`config.mk`:
```
export PLATFORM = sky130hd
export DESIGN_NAME = led_step_ctrl_flat
export DESIGN_NICKNAME = d
export VERILOG_FILES = /design/src/rtl/led_step_ctrl_if.sv /design/src/rtl/led_step_ctrl.sv /design/src/flat_wrapper.sv
export SDC_FILE = /design/constraint.sdc
export NUM_CORES = 1
export LEC_CHECK = 0
export ABC_AREA = 1
export BUFFER_PORTS_ARGS = -buffer_cell sky130_fd_sc_hd__buf_2
export CAP_MARGIN = 40
export CORE_MARGIN = 2
export CORE_UTILIZATION = 53
export CTS_CLUSTER_SIZE = 30
export DETAILED_ROUTE_END_ITERATION = 7
export PLACE_DENSITY = 0.67
export SKIP_CTS_REPAIR_TIMING = 1
export SYNTH_ARGS = -nofsm -noshare
export SYNTH_HDL_FRONTEND = slang
export SYNTH_SLANG_ARGS = --single-unit
```
`constraint.sdc`:
```
create_clock -name clk -period 3.4 [get_ports clk]
set_input_delay 0.68 -clock clk [delete_from_list [all_inputs] [get_ports clk]]
set_output_delay 0.68 -clock clk [all_outputs]
set_load 0.01 [all_outputs]
```
`src/rtl/led_step_ctrl_if.sv`:
```
// led_step_ctrl_if: button inputs and step/speed/pause outputs of the LED step controller
interface led_step_ctrl_if;
    logic       btn_speed;
    logic       btn_pause;
    logic       step_tick;
    logic [1:0] speed;
    logic       paused;
    modport master(output btn_speed, btn_pause, input step_tick, speed, paused);
    modport slave(input btn_speed, btn_pause, output step_tick, speed, paused);
endinterface

```
`src/rtl/led_step_ctrl.sv`:
```
// led_step_ctrl: synchronizes and debounces speed/pause buttons, drives the pattern step_tick
module led_step_ctrl #(
    parameter int DIV_BASE  = 12_500_000,
    parameter int DB_CYCLES = 500_000,
    parameter int CNT_W     = 24
) (
    input logic           clk,
    input logic           rs,
    led_step_ctrl_if.slave bus
);
    logic [1:0]       s1, s2, deb, deb_q, press;
    logic [CNT_W-1:0] dcnt [2];
    logic [CNT_W-1:0] pcnt, period;
    logic [1:0]       speed;
    logic             paused, tick, wrap;

    always_ff @(posedge clk or negedge rs) begin
        if (!rs) begin
            s1    <= '0;
            s2    <= '0;
            deb   <= '0;
            deb_q <= '0;
            for (int i = 0; i < 2; i++) dcnt[i] <= '0;
        end else begin
            s1    <= {bus.btn_pause, bus.btn_speed};
            s2    <= s1;
            deb_q <= deb;
            for (int i = 0; i < 2; i++) begin
                if (s2[i] == deb[i]) dcnt[i] <= '0;
                else if (dcnt[i] == CNT_W'(DB_CYCLES - 1)) begin
                    deb[i]  <= s2[i];
                    dcnt[i] <= '0;
                end else dcnt[i] <= dcnt[i] + 1'b1;
            end
        end
    end

    // bit 0 = speed, bit 1 = pause; only debounced rising edges count
    assign press  = deb & ~deb_q;
    assign period = CNT_W'(DIV_BASE) >> speed;
    assign wrap   = pcnt == period - 1'b1;

    // a speed change restarts the prescaler and suppresses that edge's tick
    always_ff @(posedge clk or negedge rs) begin
        if (!rs) begin
            speed  <= '0;
            paused <= 1'b0;
            pcnt   <= '0;
            tick   <= 1'b0;
        end else begin
            speed  <= speed + {1'b0, press[0]};
            paused <= paused ^ press[1];
            tick   <= !press[0] && !paused && wrap;
            pcnt   <= press[0] ? '0 : paused ? pcnt : wrap ? '0 : pcnt + 1'b1;
        end
    end

    assign bus.step_tick = tick;
    assign bus.speed     = speed;
    assign bus.paused    = paused;
endmodule
```
`src/flat_wrapper.sv`:
```
// flat-port wrapper written by rule: the top's interface ports become plain ports
module led_step_ctrl_flat 
#(
    parameter int DIV_BASE  = 12_500_000,
    parameter int DB_CYCLES = 500_000,
    parameter int CNT_W     = 24
)
  (clk, rs, bus_btn_speed, bus_btn_pause, bus_step_tick, bus_speed, bus_paused);
  led_step_ctrl_if bus_i ();
  input logic clk;
  input logic rs;
  input wire logic [$bits(bus_i.btn_speed)-1:0] bus_btn_speed;
  input wire logic [$bits(bus_i.btn_pause)-1:0] bus_btn_pause;
  output wire logic [$bits(bus_i.step_tick)-1:0] bus_step_tick;
  output wire logic [$bits(bus_i.speed)-1:0] bus_speed;
  output wire logic [$bits(bus_i.paused)-1:0] bus_paused;
  assign bus_i.btn_speed = bus_btn_speed;
  assign bus_i.btn_pause = bus_btn_pause;
  assign bus_step_tick = bus_i.step_tick;
  assign bus_speed = bus_i.speed;
  assign bus_paused = bus_i.paused;
  led_step_ctrl #(.DIV_BASE(DIV_BASE), .DB_CYCLES(DB_CYCLES), .CNT_W(CNT_W)) u_core (.clk(clk), .rs(rs), .bus(bus_i));
endmodule
```
---- Word level (Yosys, flattened, before mapping) ----
Index checks and enable logic that the tools add are counted.
word-level totals
  ROM bits ................................ 0
  register bits after elaboration ......... 84
  bits of input ports ..................... 4
  memories ................................ 0
  latch bits .............................. 0
  RAM bits ................................ 0
  logic and storage cells ................. 41
operators by class
  divide/modulo/power cells ............... 0
  $add $sub $neg .......................... 5
  reductions and logical operators ........ 6
  $lt $le $gt $ge ......................... 0
  bitwise gates (word level) .............. 5
  shift operators ......................... 1
  multiply operators ...................... 0
  muxes and demuxes ....................... 7
  equal/unequal tests ..................... 6
operator list
  kind                   number
  $mux 24                7
  $add 24x1->24 const B  3
  $eq 24x19->1 const B   2
  $eq 24x24->1           1
  $shr 24x2->24 const A  1
  $sub 24x1->24 const B  1
  $reduce_and 2->1       2
  $add 2x1->2            1
  $and 2x2->2            1
  $eq 1x1->1             2
  $logic_and 1x1->1      2
  $logic_not 1->1        2
  $ne 2x2->1 const B     1
  $not 1->1              2
  $not 2->2              1
  $xor 1x1->1            1

---- Depth between registers and ports, before layout ----
Gate-level depths: netlist (run 1).
  word-level depth ........................ 6
  depth in mapped cells ................... 14

---- Worst setup path before layout (run 1) ----
Ideal clock, no wire load.
  path type ............................... reg-to-reg
  from .................................... register u_core.speed[0], in the netlist u_core.bus.speed[0]
  to ...................................... register u_core.pcnt[4]
  cell stages (with the launch flop) ...... 15
  clock period less this slack ............ 1.876 ns
  arrival ................................. 1.758 ns
  required time ........................... 3.282 ns
  setup slack ............................. 1.524 ns
  library setup time ...................... 0.118 ns
  cells stage by stage .................... dfrtp_1 buf_4 nand2_4 ha_1 inv_1 nand2_1 nand2_1 nand2_1 nor2_1 nand2_1 nor2_2 nand2_4 buf_6 nand3_2 nand2_1
on the way
  word-level cells in the longest chain between the ends .. 6
ends and longest elaborated chain
  element                 RTL line             source
  from (decl)             led_step_ctrl.sv:14  logic [1:0] speed;
  from (signal assigned)  led_step_ctrl.sv:51  speed <= speed + {1'b0, press[0]};
  $shr 24x2->24           led_step_ctrl.sv:40  assign period = CNT_W'(DIV_BASE) >> speed;
  $sub 24x1->24           led_step_ctrl.sv:41  assign wrap = pcnt == period - 1'b1;
  $eq 24x24->1            led_step_ctrl.sv:41
  $mux 24 (3 in series)   led_step_ctrl.sv:54  pcnt <= press[0] ? '0 : paused ? pcnt : wrap ? '0 : pcnt + 1'b1;
  to (signal assigned)    led_step_ctrl.sv:54
  to (decl)               led_step_ctrl.sv:13  logic [CNT_W-1:0] pcnt, period;
No other way between the ends. The select of a mux whose other input is x is not followed.
A chain may end at the register's enable or synchronous reset.

---- Worst setup path after layout (run 1) ----
  from .................................... register u_core.speed[0], in the netlist u_core.bus.speed[0]
  to ...................................... register u_core.pcnt[0]
Same word-level chain as after synthesis.

==> results of run 1 <==
==> cells in the mapped netlist <==
master / count
nand3_1: 50
a211oi_1: 1
o21ai_1: 1
clkbuf_2: 1
nor2_1: 139
xnor2_1: 4
o21bai_1: 1
nand2_1: 201
or2_2: 3
nand2_2: 1
ha_1: 5
nor3_1: 29
xor2_1: 27
clkbuf_1: 5
nor2_2: 7
buf_4: 1
dfrtp_1: 84
inv_1: 85
buf_2: 5
nand3b_1: 3
nor3_2: 1
inv_2: 5
nor3b_1: 6
nand3_2: 17
nand4_1: 14
o21ai_0: 16
nand2_4: 3
clkinv_1: 1
inv_4: 1
a21oi_1: 21
buf_6: 3
nor4_1: 1
==> sequential cells by signal, indices dropped and copies added, names as in the netlist <==
signal	flops
u_core.bus.step_tick	1
u_core.s1	2
u_core.bus.paused	1
u_core.pcnt	24
u_core.deb	2
u_core.s2	2
u_core.dcnt	48
u_core.deb_q	2
u_core.bus.speed	2
==> worst paths after layout <==
kind                                startpoint              end  slack (ns)  cells after the start
setup / recovery           u_core.bus.speed[0]   u_core.pcnt[0]        1.07                     13
hold / removal                    u_core.s1[1]     u_core.s2[1]        0.36                      0
setup reg to reg           u_core.bus.speed[0]   u_core.pcnt[0]        1.07                     13
hold reg to reg                   u_core.s1[1]     u_core.s2[1]        0.36                      0
max in group asynchronous                   rs  u_core.dcnt[34]        2.29                      2
min in group asynchronous                   rs  u_core.pcnt[22]        0.38                      1
==> metrics by stage <==
step                hold WS (ns)  power [W]  setup WS [ns]  instance area (um2)  utilization
global route              0.3652   0.001927         0.8144                 5559       0.5767
global placement          0.3360   0.001080          1.187                 5341       0.5541
finish                    0.3555   0.001852          1.072                 5559       0.5767
CTS                       0.3604   0.001872          1.104                 5559       0.5767
detailed placement        0.3411   0.001081          1.105                 5341       0.5541
floorplan                 0.3312   0.001049          1.524                 5195            -
==> worst reg2reg max path, stage by stage (launching register included) <==
cell and delay [ns]:
dfrtp_1 0.64, inv_1 0.21, nand2_4 0.15, ha_1 0.26
inv_1 0.06, nand2_1 0.04, nand2_1 0.09, nand2_1 0.06
nor2_1 0.08, nand2_1 0.07, nor2_2 0.12, nand2_4 0.24
nand3_1 0.16, nand2_1 0.06
==> where the power goes <==
part,switching (W),total (W),internal [W]
combinational,0.0000375,0.0000477,0.0000102
clock,0.000359,0.000793,0.000434
sequential,0.00000510,0.00101,0.00101
==> cell families (layout without fill, tap and decap cells) <==
| group | after synthesis | count (layout) | share of synthesized area |
|---|---|---|---|
| compound gates | 40 | 40 | 0.03950 |
| xor+xnor | 31 | 31 | 0.05226 |
| fa+ha+maj | 5 | 5 | 0.01204 |
| buf+inv | 107 | 119 | 0.08430 |
| flops | 84 | 84 | 0.4046 |
| simple gates | 475 | 475 | 0.4073 |
==> final cells by class <==
type	count	area share
inverters	92	0.06257
repair buffers	11	0.01215
flip-flops and latches	84	0.3781
clock inverters	4	0.01305
clock buffers	12	0.02611
multi-input cells	551	0.4781
well taps	133	0.02993
==> layer usage <==
layer | track usage | wire [um] | up-vias
met1 | 0.3177 | 5539 | 2217
li1 | - | - | 2348
met2 | 0.4351 | 5819 | 108
met3 | 0.03864 | 398 | 22
met4 | 0.1063 | 303 | 0
met5 | 0 | 0 | -
==> results by group, run 1 <==
Setup path
  – Crit Path Max Fanout: 24
  – CP cell instances: inv_1 -> nand2_4 -> ha_1 -> inv_1 -> nand2_1 -> nand2_1 -> nand2_1 -> nor2_1 -> nand2_1 -> nor2_2 -> nand2_4 -> nand3_1 -> nand2_1
  – CP Capture Type: flop
  – CP peak stage delay: 0.64 ns
  – Arr. time, crit path: 2.57 ns
  – Startpoint types: flop
  – Worst EP required: 3.65 ns
  – Cell mode on critical path: nand2_1
  – WP buf/inv: 2
  – CP max-delay cell: dfrtp_1
  – Critical path type: reg2reg
  – Worst path top cell family by delay: simple AND/OR/NAND/NOR gates

Final layout
  – Area of the multi-input gates: 2658 um2
  – Area grow syn2layout: 7.009%
  – Share of layout cells above drive strength 1: 0.08488
  – Most common cell after layout, fill and taps aside: nand2_1
  – Leading cell types in the layout, fill and taps excluded: nand2_1 (201), nor2_1 (138), inv_1 (85), dfrtp_1 (84), nand3_1 (50)
  – Layout Nets: 758
  – Fill cell count: 966
  – Reg area: 2102 um2
  – Antenna diodes: 0
  – Non-Filler Instances: 887

Clocking
  – Clock Sinks: 84
  – CTS root buffer: clkbuf_8
  – Clock slew at reported path FFs: 0.08 ns
  – Total clock buffers created by CTS: 9
  – CTS tree: yes
  – H-tree levels: 3
  – Clk buf depth: 2
  – Worst skew pair latency: 0.36 ns

Global routing
  – Total Routing Usage GR: 0.2530
  – Grt total ovfl: 0
  – Largest net degree at the start of global routing: 58
  – Number of global-route vias before repair: 4,557
  – First-pass GRT wire length: 20,910 um
  – Initial antenna violation count: 0

Placement
  – Routability Congestion: 0.8941
  – DP HPWL: 8939 um
  – Port Buf Inserts: 7
  – Placed Instances: 871

STA
  – Slew @ Worst Pin: 0.7590 ns
  – Setup Skew: 0.01636 ns
  – Fmax: 429.6 MHz
  – Tcrit/Tclk final: 0.6846
  – Setup-failing EPs final: 0
  – Final hold violation count: 0
  – Final min period: 2.328 ns
  – Slew margin rel.: 0.4940
  – Setup TNS: 0 ns
  – Max-slew violations: 0
  – Unrepaired setup endpoints after global routing: no

Die
  – Die Wd: 103.0 um
  – Initial Utilization: 0.5389
  – Die boundary height: 103.0 um
  – Core area: 9639 um2
  – Top Ports: 8
  – Area of the die: 10,610 um2
  – FP Rows: 36

Synthesis
  – Avg Cell Area, Syn: 7.001 um2
  – Synthesized cell area: 5195 um2
  – Synth area leader: dfrtp_1
  – Area contributors post-synth: dfrtp_1 (40%), nand2_1 (15%), nor2_1 (10%)
  – Ys Warns: 0
  – Syn_nets: 751
  – Synth top area share: 0.4046
  – Synth cell types: 32
  – Seq/Total Area, Yosys: 0.4046
  – Post-Synthesis Cells: 742
  – #FFs+latches synth: 84

Run status
  – Status: completed

Routing
  – Drt first pass iters: 5
  – Drc violations: 0
  – DRT iter0 DRCs: 241
  – Via count: 4,695
  – Post-DR vias/cell: 5.293
  – Per-cell routed wire length: 13.60 um
  – Final wirelength: 12,060 um
  – Number of routed nets with antenna violations: 0

Run
  – Reported max-cap violation count: 0

Power
  – P per Cell Area: 333.1 nW/um2
  – LEAKAGE: 2.617 nW
  – Maximum vdd drop: 0.3257 mV

Hold path
  – Worst hold path class: reg2reg
Power figures use the tool's default switching activity.
==> run 2, diff against run 1 <==
--- a/config.mk
+++ b/config.mk
@@ -12,7 +12,7 @@
 export CORE_UTILIZATION = 53
 export CTS_CLUSTER_SIZE = 30
 export DETAILED_ROUTE_END_ITERATION = 7
-export PLACE_DENSITY = 0.67
+export PLACE_DENSITY = 0.7
 export SKIP_CTS_REPAIR_TIMING = 1
 export SYNTH_ARGS = -nofsm -noshare
 export SYNTH_HDL_FRONTEND = slang
==> constraint.sdc (replaced) <==
create_clock -name clk -period 1.9 [get_ports clk]
set_input_delay 0.38 -clock clk [delete_from_list [all_inputs] [get_ports clk]]
set_output_delay 0.38 -clock clk [all_outputs]
set_load 0.01 [all_outputs]
==> run 2 against run 1 <==
  * The run now ends with negative setup slack left
  * Routed wire length rose by 3.2%
  * Clock skew decreased by 0.0043 ns
  * Sequential share of layout area decreased by 1.8 points
  * Clock power increased by 54%
  * Global-route usage fell by 0.56 points
  * Clock-buffer cell count is 2 lower
  * Final cell count rose by 2.7%
  * Total power up 69%
  * Fmax grew 21%
  * Critical endpoint is now u_core.pcnt[4]
==> results by group, run 2 (synthesis gave the netlist of run 1 again) <==
Setup path
  – Worst reg2reg path depth: 13 (unchanged)
  – R2r endpoint: u_core.pcnt[4]
  – Startpoint types: flop
  – CP Capture Type: flop
  – Arr. time, crit path: 2.17 ns (-0.40 ns)
  – Reg2Reg Launch Point: u_core.bus.speed[0]
  – Worst EP required: 2.15 ns (-1.50 ns)
  – R2r setup slk: -0.02 ns (-1.09 ns)
  – Critical path type: reg2reg
  – Crit Path Max Fanout: 6 (-75%)

Final layout
  – Biggest register: u_core.dcnt
  – Area of the multi-input gates: 2774 um2 (+4.4%)
  – Most common cell after layout, fill and taps aside: nand2_1
  – Reg area: 2105 um2 (+0.12%)
  – Area grow syn2layout: 12.48%
  – Largest register FFs: 48 (unchanged)
  – Fin util: 0.6062 (+0.02947)
  – Largest registers: u_core.dcnt: 48 flops, u_core.pcnt: 24 flops
  – Antenna diodes: 0 (unchanged)
  – Leading cell types in the layout, fill and taps excluded: nand2_1 (199), nor2_1 (136), inv_1 (83), dfrtp_1 (82), nand3_1 (49)
  – Share of layout cells above drive strength 1: 0.1285 (+0.04365)
  – Layout Nets: 782 (+3.2%)
  – Non-Filler Instances: 911 (+2.7%)
  – Fill cell count: 932 (-3.5%)

Placement
  – Port Buf Inserts: 7 (unchanged)
  – Routability Congestion: 0.9085 (+1.6%)
  – DP HPWL: 8959 um (+0.22%)
  – Pre-CTS setup slack: -0.06900 ns (-1.174 ns)
  – Placed Instances: 886 (+1.7%)

Die
  – Area of the die: 10,610 um2 (unchanged)
  – Die boundary height: 103.0 um (unchanged)
  – Die Wd: 103.0 um (unchanged)
  – Initial Utilization: 0.5389 (unchanged)
  – Core area: 9639 um2 (unchanged)
  – FP Rows: 36 (unchanged)
  – Top Ports: 8 (unchanged)

Global routing
  – Initial antenna violation count: 0 (unchanged)
  – First-pass GRT wire length: 20,910 um (about the same)
  – Total Routing Usage GR: 0.2474 (-0.005622)
  – Number of global-route vias before repair: 4,563 (+0.13%)
  – Largest net degree at the start of global routing: 48 (-17%)
  – Grt total ovfl: 0 (unchanged)

STA
  – Fmax: 521.9 MHz (+21%)
  – Final hold slack: 0.1332 ns (-0.2223 ns)
  – Final min period: 1.916 ns (-0.4118 ns)
  – Max-slew violations: 0 (unchanged)
  – Setup ws final: -0.01601 ns (-1.088 ns)
  – Setup Skew: 0.01203 ns (-0.004328 ns)
  – Unrepaired setup endpoints after global routing: yes
  – Setup TNS: -0.07051 ns (-0.07051 ns)
  – Setup-failing EPs final: 11 (+11)
  – Slew margin rel.: 0.7443 (+0.2502)
  – Tcrit/Tclk final: 1.008 (+0.3238)
  – Slew @ Worst Pin: 0.3832 ns (-0.3758 ns)
  – Final hold violation count: 0 (unchanged)

Hold path
  – Hold EP: u_core.s1[0]
  – Worst hold path class: in2reg
  – Worst Hold Depth: 1 (+1)
  – Hold path start: bus_btn_speed

Routing
  – DRT iter0 DRCs: 205 (-15%)
  – Per-cell routed wire length: 13.66 um (+0.44%)
  – Via count: 4,767 (+1.5%)
  – Drc violations: 0 (unchanged)
  – Drt first pass iters: 5 (unchanged)
  – Post-DR vias/cell: 5.233 (-1.1%)
  – Final wirelength: 12,440 um (+3.2%)
  – Number of routed nets with antenna violations: 0 (unchanged)

Power
  – Net switching power: 0.0007756 W (+93%)
  – Clock power share: 0.391 (-0.037)
  – Combinational Power Share: 0.030 (+0.004)
  – Flop pwr share: 0.579 (+0.033)
  – Int Pwr: 0.002349 W (+62%)
  – Maximum vdd drop: 0.3742 mV (+15%)
  – Switch share: 0.2482 (+0.03110)
  – LEAKAGE: 2.704 nW (+3.3%)
  – P per Cell Area: 534.8 nW/um2 (+61%)

Clocking
  – Clk buf depth: 2 (unchanged)
  – CTS root buffer: clkbuf_8
  – H-tree levels: 3 (unchanged)
  – Clock Sinks: 84 (unchanged)
  – CTS tree: yes
  – Clock slew at reported path FFs: 0.09 ns (about the same)
  – Total clock buffers created by CTS: 9 (unchanged)
  – Worst skew pair latency: 0.36 ns (about the same)

Run
  – Reported max-cap violation count: 0 (unchanged)

Run status
  – Status: finished, violations left
  – Failing checks: negative setup slack
==> run 2: stage by stage <==
step | total power (W) | cell area [um2]
3_5_place_dp | 0.001939 | 5466
4_1_cts | 0.003153 | 5652
6_report | 0.003125 | 5843
2_1_floorplan | 0.001877 | 5195
5_1_grt | 0.003256 | 5843
3_3_place_gp | 0.001935 | 5466
==> run 2: power groups by stage <==
| stage | Sequential, W | Combinational [W] | Clock, W |
|---|---|---|---|
| 6_report | 0.00181 | 0.0000942 | 0.00122 |
| 5_1_grt | 0.00181 | 0.000111 | 0.00133 |
| 4_1_cts | 0.00181 | 0.0000942 | 0.00125 |
| 3_5_place_dp | 0.00185 | 0.0000938 | 0 |
| 3_3_place_gp | 0.00184 | 0.0000912 | 0 |
| 2_1_floorplan | 0.00184 | 0.0000333 | 0 |
==> run 2: worst max-delay path, cell delays in order, from the launching register on <==
cell	delay [ns]
dfrtp_2	0.45
inv_2	0.09
nand2_4	0.06
ha_4	0.28
nand2_2	0.05
nand2_2	0.06
nand2_1	0.05
nor2_1	0.10
nand2_1	0.09
nor2_4	0.21
buf_12	0.17
nand2_8	0.08
nand3_2	0.08
nand2_1	0.04
==> run 2: how the worst max path moves through the flow <==
stage	endpoint	slack [ns]	startpoint
finish	u_core.pcnt[4]	-0.02	u_core.bus.speed[0]
global route	u_core.pcnt[4]	-0.14	u_core.bus.speed[0]
CTS	u_core.pcnt[0]	-0.08	u_core.bus.speed[0]
detailed placement	u_core.pcnt[0]	-0.07	u_core.bus.speed[0]
global placement	u_core.pcnt[0]	0.0009	u_core.bus.speed[0]
floorplan	u_core.pcnt[4]	0.02	u_core.bus.speed[0]
==> run 2: final cells by class <==
cell class | count | share of cell area
Clock buffer | 10 | 0.02355
Clock inverter | 6 | 0.008137
Inverter | 92 | 0.05953
Multi-Input combinational cell | 554 | 0.4747
Sequential cell | 84 | 0.3602
Tap cell | 133 | 0.02848
Timing Repair Buffer | 32 | 0.04540
==> run 2: per-layer routing <==
| layer | vias to the layer above | global-route usage | routed length, um |
|---|---|---|---|
| li1 | 2401 | - | - |
| met1 | 2234 | 0.3191 | 5452 |
| met2 | 112 | 0.4221 | 6227 |
| met3 | 20 | 0.03525 | 493 |
| met4 | 0 | 0.09413 | 268 |
| met5 | - | 0 | 0 |
==> run 3, diff against run 2 <==
--- a/config.mk
+++ b/config.mk
@@ -6,13 +6,13 @@
 export NUM_CORES = 1
 export LEC_CHECK = 0
 export ABC_AREA = 1
-export BUFFER_PORTS_ARGS = -buffer_cell sky130_fd_sc_hd__buf_2
 export CAP_MARGIN = 40
 export CORE_MARGIN = 2
 export CORE_UTILIZATION = 53
 export CTS_CLUSTER_SIZE = 30
 export DETAILED_ROUTE_END_ITERATION = 7
-export PLACE_DENSITY = 0.7
+export DONT_BUFFER_PORTS = 1
+export PLACE_DENSITY = 0.69
 export SKIP_CTS_REPAIR_TIMING = 1
 export SYNTH_ARGS = -nofsm -noshare
 export SYNTH_HDL_FRONTEND = slang
==> run 3 against run 2 <==
  * Critical path depth up 1
  * Core utilization shrank 0.43 points
  * Total power is 1.0% higher
  * Highest routed layer unchanged
  * First-iteration DRC count rose by 38%
  * Critical path type unchanged
  * Combinational power down 50%
  * Sequential power about the same
  * Clock power up 7%
  * Fmax is 2.5% higher
  * Clock-buffer cell count grew 1
  * Clock skew about the same
  * The flow finishes with violations (negative hold slack)
==> results by group, run 3 (synthesis gave the netlist of run 1 again) <==
Run status
  – Status: finished, violations left
  – Failing checks: negative hold slack

Clocking
  – Clk buf depth: 2 (unchanged)
  – Total clock buffers created by CTS: 9 (unchanged)
  – CTS root buffer: clkbuf_8
  – Clock slew at reported path FFs: 0.09 ns (about the same)
  – H-tree levels: 3 (unchanged)
  – Clock Sinks: 84 (unchanged)
  – Worst skew pair latency: 0.36 ns (about the same)
  – CTS tree: yes

Placement
  – Routability Congestion: 0.9042 (-0.47%)
  – Placed Instances: 877 (-1.0%)
  – DP HPWL: 8621 um (-3.8%)
  – Port Buf Inserts: 0 (-7)

Global routing
  – Number of global-route vias before repair: 4,473 (-2.0%)
  – Met1 GRT Util: 0.3074 (-0.01171)
  – M3 GR Usage: 0.03390 (-0.001356)
  – Total Routing Usage GR: 0.2432 (-0.004190)
  – Grt total ovfl: 0 (unchanged)
  – First-pass GRT wire length: 20,210 um (-3.3%)
  – Met2 GRT Util: 0.4156 (-0.006494)
  – Gr busiest metal: met2
  – Initial antenna violation count: 0 (unchanged)
  – Largest net degree at the start of global routing: 85 (+77%)

Final layout
  – Largest register FFs: 48 (unchanged)
  – Fill cell count: 932 (unchanged)
  – Non-Filler Instances: 901 (-1.1%)
  – Most common cell after layout, fill and taps aside: nand2_1
  – Biggest register: u_core.dcnt
  – Largest registers: u_core.dcnt: 48 flops, u_core.pcnt: 24 flops
  – Antenna diodes: 0 (unchanged)
  – Leading cell types in the layout, fill and taps excluded: nand2_1 (199), nor2_1 (138), inv_1 (83), dfrtp_1 (82), nand3_1 (50)
  – Layout Nets: 772 (-1.3%)
  – Share of layout cells above drive strength 1: 0.1146 (-0.01395)
  – Fin util: 0.6019 (-0.004284)
  – Area grow syn2layout: 11.68%

Routing
  – Drc violations: 0 (unchanged)
  – DRT iter0 DRCs: 283 (+38%)
  – Number of routed nets with antenna violations: 0 (unchanged)
  – Final wirelength: 12,310 um (-1.1%)
  – Via count: 4,699 (-1.4%)
  – Post-DR vias/cell: 5.215 (-0.33%)
  – Per-cell routed wire length: 13.66 um (about the same)
  – Drt first pass iters: 7 (+2)

Die
  – FP Rows: 36 (unchanged)
  – Top Ports: 8 (unchanged)
  – Initial Utilization: 0.5389 (unchanged)
  – Area of the die: 10,610 um2 (unchanged)
  – Die boundary height: 103.0 um (unchanged)
  – Core area: 9639 um2 (unchanged)
  – Die Wd: 103.0 um (unchanged)

STA
  – Final hold slack: -0.3008 ns (-0.4340 ns)
  – Setup Skew: 0.01247 ns (+0.0004385 ns)
  – Slew @ Worst Pin: 0.4165 ns (+0.03333 ns)
  – Fmax: 535.1 MHz (+2.5%)
  – Tcrit/Tclk final: 0.9836 (-0.02483)
  – Final hold violation count: 84 (+84)
  – Setup-failing EPs final: 0 (-11)
  – Unrepaired setup endpoints after global routing: yes
  – Max-slew violations: 0 (unchanged)
  – Final min period: 1.869 ns (-0.04718 ns)
  – Slew margin rel.: 0.7213 (-0.02297)
  – Setup TNS: 0 ns (+0.07051 ns)

Setup path
  – Worst EP required: 2.15 ns (about the same)
  – Reg2Reg Launch Point: u_core.bus.speed[0]
  – Crit Path Max Fanout: 6 (unchanged)
  – R2r endpoint: u_core.pcnt[9]
  – Critical Path End: u_core.pcnt[9]
  – Worst reg2reg path depth: 14 (+1)
  – Crit path from: u_core.bus.speed[0]
  – Critical path type: reg2reg
  – Startpoint types: flop
  – Arr. time, crit path: 2.12 ns (-0.05 ns)
  – R2r setup slk: 0.03 ns (+0.05 ns)
  – CP Capture Type: flop

Power
  – Int Pwr: 0.002461 W (+4.8%)
  – Maximum vdd drop: 0.3753 mV (+0.27%)
  – Switch share: 0.2204 (-0.02777)
  – LEAKAGE: 2.661 nW (-1.6%)
  – Flop pwr share: 0.573 (-0.006)
  – Net switching power: 0.0006958 W (-10%)
  – Combinational Power Share: 0.015 (-0.015)
  – Clock power share: 0.412 (+0.021)
  – P per Cell Area: 544.1 nW/um2 (+1.7%)

Hold path
  – Worst hold path class: in2async

Run
  – Reported max-cap violation count: 0 (unchanged)
run 3: power groups by stage:
stage	registers [W]	clock network, W	logic (W)
after floorplan	0.00184	0	0.0000333
after global placement	0.00184	0	0.0000443
after detailed placement	0.00185	0	0.0000467
after CTS	0.00181	0.00134	0.0000467
after global routing	0.00181	0.00142	0.0000553
final	0.00181	0.00130	0.0000468
run 3: how the worst min path moves through the flow:
| stage | startpoint | endpoint | slack [ns] |
|---|---|---|---|
| 6_report | rs | u_core.bus.speed[1] | -0.30 |
| 2_1_floorplan | rs | u_core.bus.paused | 0.08 |
| 5_1_grt | rs | u_core.bus.speed[1] | -0.33 |
| 3_3_place_gp | rs | u_core.pcnt[21] | 0.09 |
| 4_1_cts | rs | u_core.bus.speed[1] | -0.32 |
| 3_5_place_dp | rs | u_core.bus.speed[1] | 0.09 |
run 3: metrics by stage:
step	cell area (um2)	total power (W)	setup WS [ns]
2_1_floorplan	5195	0.001877	0.02427
3_3_place_gp	5414	0.001889	0.01815
3_5_place_dp	5414	0.001892	-0.06584
4_1_cts	5617	0.003194	-0.08919
5_1_grt	5802	0.003293	-0.05995
6_report	5802	0.003157	0.03117
run 3: layer usage:
| metal | vias up | part of all wire |
|---|---|---|
| met4 | 0 | 0.026 |
| met5 | - | 0 |
| met2 | 107 | 0.50 |
| met1 | 2180 | 0.44 |
| li1 | 2382 | - |
| met3 | 30 | 0.041 |
run 3: area by class of cell:
cell class                      instances  area [um2]  share of cell area
Multi-Input combinational cell        554        2770              0.4775
Timing Repair Buffer                   22       210.2             0.03623
Clock buffer                           11       141.4             0.02437
Sequential cell                        84        2105              0.3627
Clock inverter                          5       61.31             0.01057
Tap cell                              133       166.4             0.02868
Inverter                               92       347.8             0.05995
run 3: worst max-delay path: stages (launching register included):
cell     delay, ns
dfrtp_2       0.44
buf_6         0.13
nand2_4       0.06
ha_4          0.19
inv_2         0.05
nand2_2       0.04
nand2_2       0.07
nand2_1       0.05
nor2_1        0.09
nand2_1       0.10
nor2_4        0.17
buf_12        0.16
nand2_8       0.09
nand3_2       0.07
nand2_1       0.04
